### src/rtl/bread_machine.sv
// Bread machine programme sequencer: knead, rise, knead, rise, bake, bell.
// Moore FSM with a shared phase counter and registered actuator outputs.
module bread_machine #(
    parameter int unsigned KNEAD1_S = 1200,
    parameter int unsigned RISE1_S  = 3600,
    parameter int unsigned KNEAD2_S = 900,
    parameter int unsigned RISE2_S  = 2700,
    parameter int unsigned BAKE_S   = 3600,
    parameter int unsigned BELL_S   = 3,
    parameter int unsigned CNT_W    = 16
) (
    input  logic rst,
    input  logic clk,
    input  logic start_button,
    output logic bell,
    output logic heating_element,
    output logic paddle_motor
);

    typedef enum logic [2:0] {
        StIdle   = 3'd0,
        StKnead1 = 3'd1,
        StRise1  = 3'd2,
        StKnead2 = 3'd3,
        StRise2  = 3'd4,
        StBake   = 3'd5,
        StDone   = 3'd6
    } state_e;

    state_e           state_q, state_d, next_phase;
    logic [CNT_W-1:0] cnt_q, cnt_d, last_cnt;
    logic             timed;
    logic             motor_d, heat_d, bell_d;

    always_comb begin
        state_d    = state_q;
        cnt_d      = cnt_q + CNT_W'(1);
        next_phase = StIdle;
        last_cnt   = '0;
        timed      = 1'b1;
        case (state_q)
            StIdle: begin
                timed = 1'b0;
                cnt_d = '0;
                if (start_button) begin
                    state_d = StKnead1;
                end
            end
            StKnead1: begin last_cnt = CNT_W'(KNEAD1_S - 1); next_phase = StRise1;  end
            StRise1:  begin last_cnt = CNT_W'(RISE1_S - 1);  next_phase = StKnead2; end
            StKnead2: begin last_cnt = CNT_W'(KNEAD2_S - 1); next_phase = StRise2;  end
            StRise2:  begin last_cnt = CNT_W'(RISE2_S - 1);  next_phase = StBake;   end
            StBake:   begin last_cnt = CNT_W'(BAKE_S - 1);   next_phase = StDone;   end
            StDone:   begin last_cnt = CNT_W'(BELL_S - 1);   next_phase = StIdle;   end
            default: begin
                // Unused encoding: fall back to a safe idle.
                timed   = 1'b0;
                state_d = StIdle;
                cnt_d   = '0;
            end
        endcase
        if (timed && (cnt_q == last_cnt)) begin
            state_d = next_phase;
            cnt_d   = '0;
        end
    end

    // Outputs are decoded from the next state so the registers track state_q exactly.
    always_comb begin
        motor_d = (state_d == StKnead1) || (state_d == StKnead2);
        heat_d  = (state_d == StBake);
        bell_d  = (state_d == StDone);
    end

    always_ff @(posedge clk) begin
        if (rst) begin
            state_q         <= StIdle;
            cnt_q           <= '0;
            paddle_motor    <= 1'b0;
            heating_element <= 1'b0;
            bell            <= 1'b0;
        end else begin
            state_q         <= state_d;
            cnt_q           <= cnt_d;
            paddle_motor    <= motor_d;
            heating_element <= heat_d;
            bell            <= bell_d;
        end
    end

endmodule

### config.mk
export PLATFORM = sky130hd
export DESIGN_NAME = bread_machine
export DESIGN_NICKNAME = d
export VERILOG_FILES = /design/src/rtl/bread_machine.sv
export SDC_FILE = /design/constraint.sdc
export NUM_CORES = 1
export LEC_CHECK = 0
export ABC_CLOCK_PERIOD_IN_PS = 3350
export CORE_MARGIN = 4
export CORE_UTILIZATION = 39
export DETAILED_ROUTE_END_ITERATION = 8
export HOLD_SLACK_MARGIN = 0.03
export PLACE_DENSITY_LB_ADDON = 0.08
export SYNTH_ARGS = -nofsm -noshare
export SYNTH_HDL_FRONTEND = slang
export SYNTH_SLANG_ARGS = --single-unit
export TNS_END_PERCENT = 100
### constraint.sdc
create_clock -name clk -period 3.35 [get_ports clk]
set_clock_uncertainty 0.2 [all_clocks]
set_input_delay 0.5025 -clock clk [delete_from_list [all_inputs] [get_ports clk]]
set_output_delay 0.5025 -clock clk [all_outputs]
set_load 0.05 [all_outputs]
==> results_dict.tcl <==
set metrics [dict create \
    synth_warnings 0 \
    grt.overflow.total 0 \
    via_per_inst 5.42 \
    postCtsHoldBufs 0 \
    ir_drop_mv 0.239 \
    holdWs_ps 323 \
    first_pass_iters 4 \
    ys_types 46 \
    cts.sink_count 22 \
    post_cts_buffers 0 \
    drt_iter0_markers 64 \
    routedWlPerCell_um 13.6 \
    fin_util_pct 45.2 \
    synth_compound_area_share_pct 19.1 \
    grt_pass1_vias 1169 \
    grt_max_degree 26 \
    status "finished, final reports clean" \
    tightest_slew_ps 776 \
    grtUsageTotal_pct 14.0 \
    diodes 0 \
    cp-startpoint "state_q[1]$_SDFF_PP0_" \
    antenna_found_initial 0 \
    core_area_mm2 0.00347 \
    crit_path_end_kind "flop" \
    rr_endpoint "paddle_motor$_SDFF_PP0_" \
    rsz0062_at_grt "false" \
    slew_headroom_pct 48.2 \
    synth_xor_area_share_pct 9.58 \
    r2r_start "state_q[1]$_SDFF_PP0_" \
    fill_cells 370 \
    rr_worst_depth 6 \
    die_w_um 69.2 \
    synth_fa_ha_area_share_pct 2.57 \
    dr_total_vias 1209 \
    clockBufferDepth 2 \
    drc 0 \
    placed_cell_area_mm2 0.00151 \
    multiInputGateArea_um2 931 \
    root_buffer "clkbuf_8" \
    grt_pass1_wl_um 5490 \
    drv_cap 0 \
    initial_utilization_pct 42.2 \
    yosys_register_bits 22 \
    worstSetupEndpoint "paddle_motor$_SDFF_PP0_" \
    synth.avg_cell_area_um2 8.17 \
    drive_above_1_share_pct 9.60 \
    critPathArrivalTime_ps 2680 \
    min_path_type "reg2reg" \
    nets 184 \
    ys_seq_area_share_pct 30.1 \
    crit_fanout 25 \
    fmax_ghz 0.366 \
    numCtsBuffers 3 \
    powerDensity_mw_per_mm2 346 \
    die_h_um 69.2 \
    slew_viol_final 0 \
    dp_hpwl_um 2300 \
    area_growth_pct 7.19 \
    rows 21 \
    fin_tns_setup_ps 0 \
    hold_viol 0 \
    design_area_mm2 0.00157 \
    routed_wl_um 3040 \
    register_area_um2 440 \
    final_antenna_net_count 0 \
    postCtsResizedCells 0 \
    syn_nets 185 \
    setup_viol 0 \
    gp_congestion 0.803 \
    portBuffers 5 \
    synthMuxAreaShare_pct 5.13 \
    synth_top_family_by_area "simple AND/OR/NAND/NOR gates" \
    synth_cells 179 \
    critPathKind "reg2reg" \
    dieArea_mm2 0.00479 \
    io-pin-count 6 \
    period_share_pct 81.5 \
    final.min_clock_period_ps 2730 \
    leakage_nw 0.523 \
    startpoint_type "flop" \
    synth-simple-area-share_pct 27.3 \
    worst-endpoint-required_ps 3310 \
    synth_area_mm2 0.00146 \
    cts_tree "done" \
    clkSlewWorstSetupHoldPaths_ps 80 \
    cts_max_level 1 \
    clock_latency_ps 260 \
    r2r_slack_ps 620 \
]
## metal layers
metal / GRT usage, % / part of all wire [%]
met4: 5.64 / 2.1
met5: 0 / 0
met1: 17.8 / 46
met2: 22.7 / 48
met3: 3.33 / 3.5
## cell families after synthesis
group / after synthesis
fa+ha+maj: 3
mux: 6
compound gates: 33
buf+inv: 19
flops: 22
xor+xnor: 16
simple gates: 80
## state kept, by name, summed over array words and instances, names as in the netlist
signal	count
bell	1
heating_element	1
paddle_motor	1
state_q	3
cnt_q	16
## power breakdown
part | total, mW | switching, mW | internal, mW
Combinational | 0.0785 | 0.0433 | 0.0352
Clock | 0.188 | 0.0829 | 0.105
Sequential | 0.276 | 0.0107 | 0.265
Total | 0.542 | 0.137 | 0.405
## worst min-delay path by stage
stage,startpoint,slack (ps),to,depth (start not counted)
floorplan,cnt_q[0]$_SDFF_PP0_,270,cnt_q[0]$_SDFF_PP0_,1
global placement,cnt_q[15]$_SDFF_PP0_,310,cnt_q[15]$_SDFF_PP0_,2
detailed placement,cnt_q[15]$_SDFF_PP0_,310,cnt_q[15]$_SDFF_PP0_,2
CTS,cnt_q[15]$_SDFF_PP0_,330,cnt_q[15]$_SDFF_PP0_,2
global route,cnt_q[15]$_SDFF_PP0_,360,cnt_q[15]$_SDFF_PP0_,2
finish,cnt_q[15]$_SDFF_PP0_,320,cnt_q[15]$_SDFF_PP0_,2
## synthesized netlist by cell type (all sizes together)
cell,n,share of area [%]
nor2,34,9.2
dfxtp,22,30
nand2,12,3.1
xor2,10,6.0
a21oi,8,2.7
o21ai,8,3.5
buf,7,3.2
inv,7,1.8
nand3,7,2.4
xnor2,6,3.6
clkbuf,5,1.3
nand4,5,2.1
nor2b,4,1.7
ha,3,2.6
mux2,3,3.1
mux2i,3,2.1
nor3,3,1.0
nor3b,3,1.5
or3,3,1.6
a211oi,2,1.0
a221oi,2,1.2
a31oi,2,0.86
and3b,2,1.2
nand2b,2,0.86
nand3b,2,1.0
o211ai,2,2.0
o311ai,2,2.4
a2111oi,1,1.9
a21o,1,0.51
a31o,1,0.60
a32o,1,0.68
and3,1,0.43
nor4,1,0.43
o31a,1,0.60
o31ai,1,0.51
o32ai,1,0.60
or3b,1,0.60
## per-stage QoR
stage | total power, mW | instances | worst slack, ps
floorplan | 0.350 | 179 | 1040
global placement | 0.361 | 219 | 690
detailed placement | 0.361 | 219 | 631
CTS | 0.549 | 223 | 613
global route | 0.577 | 223 | 425
finish | 0.542 | 223 | 620
## worst max-delay path, stage by stage, from the launching register on
cell and delay, ps:
dfxtp_1 830, ha_1 360, nand2_1 70, a221oi_1 440, o211ai_4 160, nor2_4 230
mux2_4 320
## cells in the final DEF (no fill, tap or decap), drive strengths merged, types with 3 or more instances in the layout
cell type / n
dfxtp: 22
nand4: 5
clkbuf: 4
xnor2: 6
nand2: 12
nand3: 7
mux2: 3
xor2: 10
nor2: 34
o21ai: 8
mux2i: 3
inv: 7
nor3: 3
or3: 3
clkdlybuf4s50: 5
ha: 3
nor3b: 3
a21oi: 8
nor2b: 4
## final cells by class
cell class | instances | share of cell area, %
multi-input combinational | 138 | 59.4
sequential | 22 | 28.1
timing repair buffer | 6 | 3.67
tap | 46 | 3.67
clock buffer | 4 | 3.51
inverter | 7 | 1.68
Note: power is estimated with default switching activity, not from simulation.
